**src/rtl/alu_sequencer.sv**
```systemverilog
// Operation sequencer for the 16-bit ALU: issues single-cycle ops and iterates
// the ALU for 32-bit add and 16x16 shift-add multiply, returning results over valid/ready.
module alu_sequencer (
  input  logic        clk,
  input  logic        rst_n,
  input  logic        req_valid,
  output logic        req_ready,
  input  logic [2:0]  req_op,
  input  logic [15:0] req_a,
  input  logic [15:0] req_b,
  input  logic [15:0] req_a_hi,
  input  logic [15:0] req_b_hi,
  output logic        rsp_valid,
  input  logic        rsp_ready,
  output logic [15:0] rsp_lo,
  output logic [15:0] rsp_hi,
  output logic        rsp_cf,
  output logic        rsp_sf,
  output logic        rsp_zf,
  output logic        busy,
  output logic [15:0] alu_a,
  output logic [15:0] alu_b,
  output logic        alu_ci,
  output logic        alu_nb,
  output logic        alu_ic,
  output logic        alu_na,
  output logic        alu_xo,
  output logic        alu_no,
  output logic        alu_sr,
  output logic        alu_ss,
  input  logic [15:0] alu_out,
  input  logic        alu_cf,
  input  logic        alu_sf,
  input  logic        alu_zf
);

  typedef enum logic [2:0] {IDLE, EXEC, ADD_LO, ADD_HI, MUL, RESP} state_t;
  typedef enum logic [2:0] {
    OP_ADD, OP_SUB, OP_AND, OP_OR, OP_XOR, OP_SRA, OP_ADD32, OP_MUL
  } op_t;

  state_t      state, state_next;
  op_t         op;
  logic [15:0] a, b, a_hi, b_hi;
  logic        carry;
  logic [3:0]  step;
  logic [15:0] acc, mreg;
  logic [15:0] acc_next, mreg_next;

  // One shift-add step: the 33-bit {carry, sum, multiplier} shifts right by one.
  assign acc_next  = {alu_cf, alu_out[15:1]};
  assign mreg_next = {alu_out[0], mreg[15:1]};

  assign req_ready = (state == IDLE);
  assign busy      = (state != IDLE);
  assign rsp_valid = (state == RESP);

  always_ff @(posedge clk) begin
    if (!rst_n) state <= IDLE;
    else        state <= state_next;
  end

  always_comb begin
    state_next = state;
    alu_a  = '0;
    alu_b  = '0;
    alu_ci = 1'b0;
    alu_nb = 1'b0;
    alu_ic = 1'b0;
    alu_na = 1'b0;
    alu_xo = 1'b0;
    alu_no = 1'b0;
    alu_sr = 1'b0;
    alu_ss = 1'b0;
    case (state)
      IDLE: begin
        if (req_valid) begin
          case (op_t'(req_op))
            OP_ADD32: state_next = ADD_LO;
            OP_MUL:   state_next = MUL;
            default:  state_next = EXEC;
          endcase
        end
      end
      EXEC: begin
        alu_a = a;
        alu_b = b;
        case (op)
          OP_SUB: begin
            alu_ci = 1'b1;
            alu_nb = 1'b1;
          end
          OP_AND: begin
            alu_nb = 1'b1;
            alu_ic = 1'b1;
            alu_na = 1'b1;
            alu_xo = 1'b1;
            alu_no = 1'b1;
          end
          OP_OR: begin
            alu_ic = 1'b1;
            alu_xo = 1'b1;
          end
          OP_XOR: alu_ic = 1'b1;
          OP_SRA: begin
            alu_b  = '0;
            alu_ic = 1'b1;
            alu_sr = 1'b1;
            alu_ss = 1'b1;
          end
          default: ;
        endcase
        state_next = RESP;
      end
      ADD_LO: begin
        alu_a      = a;
        alu_b      = b;
        state_next = ADD_HI;
      end
      ADD_HI: begin
        alu_a      = a_hi;
        alu_b      = b_hi;
        alu_ci     = carry;
        state_next = RESP;
      end
      MUL: begin
        alu_a = acc;
        alu_b = mreg[0] ? a : '0;
        if (step == 4'd15) state_next = RESP;
      end
      RESP: begin
        if (rsp_ready) state_next = IDLE;
      end
      default: state_next = IDLE;
    endcase
  end

  always_ff @(posedge clk) begin
    if (!rst_n) begin
      op     <= OP_ADD;
      a      <= '0;
      b      <= '0;
      a_hi   <= '0;
      b_hi   <= '0;
      carry  <= 1'b0;
      step   <= '0;
      acc    <= '0;
      mreg   <= '0;
      rsp_lo <= '0;
      rsp_hi <= '0;
      rsp_cf <= 1'b0;
      rsp_sf <= 1'b0;
      rsp_zf <= 1'b0;
    end else begin
      case (state)
        IDLE: begin
          if (req_valid) begin
            op   <= op_t'(req_op);
            a    <= req_a;
            b    <= req_b;
            a_hi <= req_a_hi;
            b_hi <= req_b_hi;
            acc  <= '0;
            mreg <= req_b;
            step <= '0;
          end
        end
        EXEC: begin
          rsp_lo <= alu_out;
          rsp_hi <= '0;
          rsp_cf <= alu_cf;
          rsp_sf <= alu_sf;
          rsp_zf <= alu_zf;
        end
        ADD_LO: begin
          rsp_lo <= alu_out;
          carry  <= alu_cf;
        end
        ADD_HI: begin
          rsp_hi <= alu_out;
          rsp_cf <= alu_cf;
          rsp_sf <= alu_out[15];
          rsp_zf <= (rsp_lo == 16'h0000) && (alu_out == 16'h0000);
        end
        MUL: begin
          acc  <= acc_next;
          mreg <= mreg_next;
          step <= step + 4'd1;
          if (step == 4'd15) begin
            rsp_hi <= acc_next;
            rsp_lo <= mreg_next;
            rsp_cf <= 1'b0;
            rsp_sf <= acc_next[15];
            rsp_zf <= ({acc_next, mreg_next} == 32'h0);
          end
        end
        default: ;
      endcase
    end
  end

endmodule

```
**config.mk**
```make
export PLATFORM = sky130hd
export DESIGN_NAME = alu_sequencer
export DESIGN_NICKNAME = d
export VERILOG_FILES = /design/src/rtl/alu_sequencer.sv
export SDC_FILE = /design/constraint.sdc
export NUM_CORES = 1
export LEC_CHECK = 0
export ABC_CLOCK_PERIOD_IN_PS = 3200
export BUFFER_PORTS_ARGS = -buffer_cell sky130_fd_sc_hd__buf_2
export CORE_MARGIN = 8
export CORE_UTILIZATION = 51
export CTS_CLUSTER_DIAMETER = 200
export DETAILED_ROUTE_END_ITERATION = 16
export GPL_TIMING_DRIVEN = 0
export PLACE_DENSITY = 0.86
export SETUP_SLACK_MARGIN = 0.02
export SYNTH_ARGS = -nofsm -noshare
export SYNTH_HDL_FRONTEND = slang
export SYNTH_SLANG_ARGS = --single-unit
```
**constraint.sdc**
```tcl
create_clock -name clk -period 3.2 [get_ports clk]
set_input_delay 0.64 -clock clk [delete_from_list [all_inputs] [get_ports clk]]
set_output_delay 0.64 -clock clk [all_outputs]
set_load 0.1 [all_outputs]
```
After elaboration in Yosys (flattened, before gate mapping)
Cells that the tools add are included.
{"block": "op_classes", "n_addsub": 1, "eq_ne": 16, "n_mux": 37, "reduce_logical": 21}
{"cell": "$mux 16", "count": 6}
{"cell": "$pmux 16 s2", "count": 3}
{"cell": "$pmux 16 s3", "count": 2}
{"cell": "$pmux 16 s4", "count": 1}
{"cell": "$logic_not 16->1", "count": 2}
{"cell": "$logic_not 32->1", "count": 1}
{"cell": "$eq 3x3->1 const B", "count": 6}
{"cell": "$pmux 3 s5", "count": 1}
{"cell": "$mux 1", "count": 14}
{"cell": "$eq 3x2->1 const B", "count": 4}
{"cell": "$reduce_and 2->1", "count": 5}
{"cell": "$mux 3", "count": 3}
{"cell": "$pmux 4 s2", "count": 1}
{"cell": "$reduce_or 2->1", "count": 4}
{"cell": "$eq 3x1->1 const B", "count": 2}
{"cell": "$pmux 1 s3", "count": 2}
{"cell": "$pmux 3 s2", "count": 1}
{"cell": "$reduce_bool 2->1", "count": 3}
{"cell": "$reduce_bool 3->1", "count": 2}
{"cell": "$add 4x1->4 const B", "count": 1}
{"cell": "$eq 4x4->1 const B", "count": 1}
{"cell": "$mux 4", "count": 1}
{"cell": "$ne 2x2->1 const B", "count": 2}
{"cell": "$pmux 1 s2", "count": 2}
{"cell": "other kinds (5)", "count": 5}
{"block": "word_totals", "register_bits": 142, "in_bits": 90, "output_inout_bits": 78, "elab_cells": 90}

Depth between registers and ports, before layout
Gate-level depths: netlist of the first run.
{"block": "depth", "depth_word": 4, "ltp_mapped": 8, "depth_no_buf": 5}

Least setup slack after synthesis of the first run
No wires, ideal clock.
{"block": "synth_timing", "path_type": "flip-flop to output port", "startpoint": "reg state[1]", "endpoint": "out alu_no", "arrival_ps": 6049, "t_required_ps": 2560, "path_slack_ps": -3489, "stages_incl_launch_ff": 7, "path_buffers": 3, "path_cell_list": "dfxtp_1 > clkbuf_2 > buf_2 > nand2b_1 > nor4b_1 > nor2b_1 > buf_4"}
{"block": "synth_between", "elab_chain_len": 2}
{"element": "start, declared", "line_no": "42", "source": "state_t state, state_next;"}
{"element": "start signal, assigned", "line_no": "60", "source": "else state <= state_next;"}
{"element": "$eq 3x1->1"}
{"element": "$mux 1"}
{"element": "end, declared", "line_no": "28", "source": "output logic alu_no,"}
Every way passes these cells.

Worst setup path in the final report of the first run
{"block": "layout_timing", "startpoint": "reg state[2]", "endpoint": "out alu_a[9]"}
{"block": "layout_between", "elab_chain_len": 3, "elab_cells_between_ends": 6, "classes_between": "4 x eq/ne; 1 x mux; 1 x reduce/logical"}
{"element": "$eq 3x2->1 or $eq 3x1->1 (tied branches)", "line_no": "75", "source": "case (state)"}
{"element": "$reduce_or 2->1 (no line)"}
{"element": "$pmux 16 s3 *", "line_no": "75"}
{"element": "end, declared", "line_no": "21", "source": "output logic [15:0] alu_a,"}
Every way passes the cells marked *; elsewhere a longest branch is shown, timed or not.

==> results.json, run 1 <==
{
  "status": "completed",
  "post_cts_buffers": 0,
  "synth-seq-cells": 142,
  "track_usage": 0.255,
  "yosysWarnings": 0,
  "grt_start_max_net_pins": 20,
  "fin_crit_sh": 0.975,
  "post-dp-hpwl_um": 15600,
  "die_h_um": 125,
  "grt_setup_unrepaired": "false",
  "tightest_slew_ns": 0.678,
  "power.leakage_nw": 3.35,
  "drive_gt1_frac": 0.266,
  "power_density_nw_per_um2": 756,
  "setup_viol_count_final": 0,
  "clk_pin_slew_worst_paths_ns": 0.06,
  "synth_area_leaders": "dfxtp_1, nand2_1, a21oi_1",
  "postRouteAntennaNets": 0,
  "area_growth_pct": 30.1,
  "muxShareOfSynthArea": 0.00166,
  "first_pass_iters": 8,
  "critPathMaxFanout": 10,
  "async_flop_share": 0,
  "drv_cap": 0,
  "cp-start-kind": "register",
  "clkLatencyLatePin_ns": 0.42,
  "drc_errors": 0,
  "syn_inst": 763,
  "io_pins": 168,
  "synth_top_family_by_area": "compound AO/OA/AOI/OAI gates",
  "cp.required_ns": 2.56,
  "layout_commonest_cell": "nand2_1",
  "synthAdderAreaFrac": 0.00208,
  "drt_first_iter_violations": 972,
  "place_ws_ns": 0.267,
  "synth_ff_type": "dfxtp_1",
  "grt-ovfl-total": 0,
  "viasPerCell": 6.02,
  "slew_headroom": 0.548,
  "num_antenna_cells": 0,
  "cts_buffer_depth": 2,
  "min_path_type": "in2reg",
  "critical_path_class": "reg2out",
  "wirelength_um": 21000,
  "die_w_um": 125,
  "end_kind": "output port",
  "cts_tree": "built",
  "synth.top_cell.area_share": 0.472,
  "final_cell_mix": "nand2_1, buf_2, dfxtp_1",
  "fmax_ghz": 0.320,
  "core-area_um2": 11500,
  "portBuffers": 167,
  "hold_viol": 0,
  "h-tree-depth": 4,
  "grt_pass1_wl_um": 32600,
  "grt_pass1_vias": 6228,
  "vias": 6641,
  "nets": 1038,
  "gp_congestion": 0.929,
  "synth_nets": 854,
  "clock_sinks": 142,
  "synth_xor_area_frac": 0.00560,
  "initial_core_util": 0.526,
  "avgSynthCellArea_um2": 7.90,
  "yosys.area.top_type": "dfxtp_1",
  "synth-compound-area-share": 0.235,
  "die-area_um2": 15600,
  "fin_ws_ns": 0.0790,
  "final.min_clock_period_ns": 3.12,
  "synth_enable_flop_cells": 0,
  "crit_arrival_ns": 2.48,
  "yosysUniqueCellTypes": 44,
  "cts_root_buf": "clkbuf_16",
  "skew_ns": 0.00843,
  "yosysSeqAreaShare": 0.472,
  "antenna_found_initial": 0,
  "final_util": 0.684,
  "synth-simple-area-share": 0.218,
  "num_rows": 39,
  "wl_per_cell_um": 19.0,
  "hold_buffers": 0,
  "syn-cell-area_um2": 6030,
  "slew_viol_final": 0,
  "peakVddDrop_v": 0.000588,
  "cts_buffers": 17
}
routing by layer:
metal  GRT usage  up-vias  wire length [um]
li1            -     3057                 -
met1       0.314     3010              8250
met2       0.401      498              9360
met3      0.0685       76              2470
met4       0.127        0               911
met5           0        -                 0
through the flow:
| stage | instance area (um^2) | TNS, ns | hold WS [ns] | cells | total power [W] |
|---|---|---|---|---|---|
| after floorplan | 6090 | -1.02 | 0.436 | 763 | 0.00335 |
| after global placement | 7110 | 0 | 0.442 | 1073 | 0.00370 |
| after detailed placement | 7110 | 0 | 0.449 | 1073 | 0.00373 |
| after CTS | 7810 | 0 | 0.453 | 1103 | 0.00589 |
| after global routing | 7840 | 0 | 0.456 | 1103 | 0.00610 |
| final | 7840 | 0 | 0.453 | 1103 | 0.00593 |
state kept, by name, summed over array words and instances (netlist names):
| register | flops |
|---|---|
| a | 16 |
| a_hi | 16 |
| acc | 16 |
| b | 16 |
| b_hi | 16 |
| carry | 1 |
| mreg | 16 |
| op | 3 |
| rsp_cf | 1 |
| rsp_hi | 16 |
| rsp_lo | 16 |
| rsp_sf | 1 |
| rsp_zf | 1 |
| state | 3 |
| step | 4 |
what timing repair did:
item | 4_1_cts | 5_1_grt
gates resized for setup | 22 | 19
pin swaps | 0 | 1
endpoints found under the setup margin | 23 | 22
critical path, stage by stage, from the launching register on:
cell and delay (ns):
dfxtp_1 0.30, buf_2 0.22, nor3b_2 0.18, buf_2 0.25, buf_2 0.26, buf_2 0.26, nand2_1 0.10, o21ai_1 0.11
clkbuf_4 0.36
layout make-up:
type	instances	area, um^2
Tap cell	143	179
Clock inverter	13	213
Inverter	20	75.1
Timing Repair Buffer	167	913
Clock buffer	19	443
Multi-Input combinational cell	534	2840
Sequential cell	142	2850
Fill cell	931	3620
Buffer	65	337
report_power, final:
part / switching, W / total [W] / internal [W]
registers: 0.000137 / 0.00209 / 0.00195
clock network: 0.000784 / 0.00219 / 0.00141
logic: 0.00128 / 0.00165 / 0.000375
synthesized netlist by cell type (all sizes together), types with 3 or more instances:
master  instances
a211oi         16
a21oi          76
a222oi         16
a22oi          48
a311oi         17
a31oi          17
and2            4
buf            33
clkbuf         34
dfxtp         142
inv            20
nand2         213
nand3           6
nor2           59
nor2b           3
nor3            4
nor4           14
o21ai          18
final timing paths:
path | from | end | slack [ns] | cells after the start
setup reg to reg | state[2] | a_hi[1] | 1.16 | 7
setup / recovery | state[2] | alu_a[9] | 0.08 | 8
hold / removal | req_b_hi[2] | b_hi[2] | 0.45 | 3
hold reg to reg | b_hi[1] | b_hi[1] | 0.46 | 2
cells by family (layout without fill, tap and decap cells):
logic type | Yosys count | in the layout
adders and majority gates | 1 | 1
DFF | 142 | 142
xor gates and xnor gates | 3 | 3
and+or+nand+nor | 315 | 315
muxes | 1 | 1
buffers and inverters | 87 | 284
AOI/OAI and AO/OA | 214 | 214
No activity file was read; power rests on OpenSTA's default activity.
==> run 2: changes to the inputs <==
--- a/config.mk
+++ b/config.mk
@@ -7,11 +7,13 @@
 export LEC_CHECK = 0
 export ABC_CLOCK_PERIOD_IN_PS = 3200
 export BUFFER_PORTS_ARGS = -buffer_cell sky130_fd_sc_hd__buf_2
+export CORE_ASPECT_RATIO = 2
 export CORE_MARGIN = 8
 export CORE_UTILIZATION = 51
 export CTS_CLUSTER_DIAMETER = 200
 export DETAILED_ROUTE_END_ITERATION = 16
 export GPL_TIMING_DRIVEN = 0
+export MAX_ROUTING_LAYER = met4
 export PLACE_DENSITY = 0.86
 export SETUP_SLACK_MARGIN = 0.02
 export SYNTH_ARGS = -nofsm -noshare
==> run 2 against run 1 <==
Net effect:
- wire length grew 6.6%
- largest cell class unchanged
- sequential power is essentially flat
- clock-buffer cell count grew 4
==> results.json, run 2 (synthesis results as in run 1) <==
{
  "clock_sinks": 142,
  "final_cell_mix": "nand2_1, buf_2, dfxtp_1",
  "fin_crit_sh": 0.967,
  "power.leakage_nw": 3.33,
  "nFillCells": 979,
  "tightest_slew_ns": 0.699,
  "end_kind": "output port",
  "cts_tree": "built",
  "postRouteAntennaNets": 0,
  "setup_viol_count_final": 0,
  "final.min_clock_period_ns": 3.09,
  "status": "completed",
  "drc_errors": 0,
  "num_antenna_cells": 0,
  "initial_core_util": 0.518,
  "viasPerCell": 5.96,
  "first_pass_iters": 8,
  "grt_start_max_net_pins": 20,
  "fmax_ghz": 0.323,
  "critPathMaxFanout": 10,
  "nets": 1040,
  "post-dp-hpwl_um": 17100,
  "clk_pin_slew_worst_paths_ns": 0.06,
  "cts_buffers": 17,
  "wirelength_um": 22400,
  "h-tree-depth": 4,
  "area_growth_pct": 30.0,
  "skew_ns": 0.0115,
  "vias": 6593,
  "cp-start-kind": "register",
  "critical_path_class": "reg2out",
  "hold_viol": 0,
  "clkLatencyLatePin_ns": 0.43,
  "fin_ws_ns": 0.106,
  "gp_congestion": 0.940,
  "place_ws_ns": 0.255,
  "cts_buffer_depth": 2,
  "io_pins": 168,
  "die_h_um": 170,
  "portBuffers": 167,
  "drive_gt1_frac": 0.265,
  "num_rows": 56,
  "layout_commonest_cell": "nand2_1",
  "cp.required_ns": 2.56,
  "antenna_found_initial": 0,
  "slew_headroom": 0.534,
  "track_usage": 0.288,
  "drt_first_iter_violations": 609,
  "grt_setup_unrepaired": "false",
  "wl_per_cell_um": 20.2,
  "grt_pass1_vias": 6657,
  "core-area_um2": 11600,
  "cts_root_buf": "clkbuf_16",
  "drv_cap": 0,
  "die_w_um": 92.9,
  "totalPowerFinal_w": 0.00571,
  "min_path_type": "in2reg",
  "peakVddDrop_v": 0.000514,
  "die-area_um2": 15800,
  "whs_ns": 0.450,
  "power_density_nw_per_um2": 728,
  "slew_viol_final": 0,
  "final_util": 0.674,
  "grt_pass1_wl_um": 34100,
  "crit_arrival_ns": 2.45,
  "hold_buffers": 0,
  "grt-ovfl-total": 0
}
## run 2: power breakdown
group | internal (W) | switching [W] | leakage, nW
sequential | 0.00195 | 0.000138 | 1.16
clock | 0.00119 | 0.000757 | 0.274
combinational | 0.000382 | 0.00129 | 1.89
total | 0.00352 | 0.00219 | 3.33
## run 2: path summary, 6_finish.rpt
kind                              startpoint        to  slack (ns)  cells past startpoint
worst min-delay path            req_b_hi[10]  b_hi[10]        0.45                      3
worst min register to register       a_hi[1]   a_hi[1]        0.46                      2
worst max register to register      state[2]  b_hi[13]        1.14                      7
worst max-delay path                state[2]  alu_a[6]        0.11                      8
## run 2: layout make-up
class	count	area, um^2	share of cell area
flip-flops and latches	142	2850	0.363
multi-input cells	534	2840	0.363
repair buffers	169	951	0.121
clock buffers	23	468	0.0597
plain buffers	65	363	0.0463
well taps	145	181	0.0232
clock inverters	9	110	0.0141
inverters	20	75.1	0.00958
## run 2: critical path, stage by stage, from the launching register on
cell and delay [ns]:
dfxtp_1 0.30, buf_2 0.23, nor3b_2 0.20, buf_2 0.27, clkbuf_4 0.26, clkbuf_4 0.24, nand2_1 0.11, o21ai_1 0.14
buf_6 0.26
## run 2: metal layers
metal	share of wire	vias to the layer above	track usage
met5	0	-	-
met4	0.078	0	0.234
met3	0.063	122	0.0585
met2	0.52	371	0.501
met1	0.34	3038	0.264
li1	-	3062	-
## run 2: timing repair
action	4_1_cts	5_1_grt
gates resized for setup	28	31
pin swaps	0	2
setup buffers	0	2
setup endpoints to repair	26	26
## run 2: metrics by stage
step / std cells / TNS, ns / area (um^2)
3_3_place_gp: 1075 / 0 / 7110
2_1_floorplan: 763 / -1.02 / 6090
3_5_place_dp: 1075 / 0 / 7110
4_1_cts: 1106 / 0 / 7750
6_report: 1107 / 0 / 7840
5_1_grt: 1107 / 0 / 7840
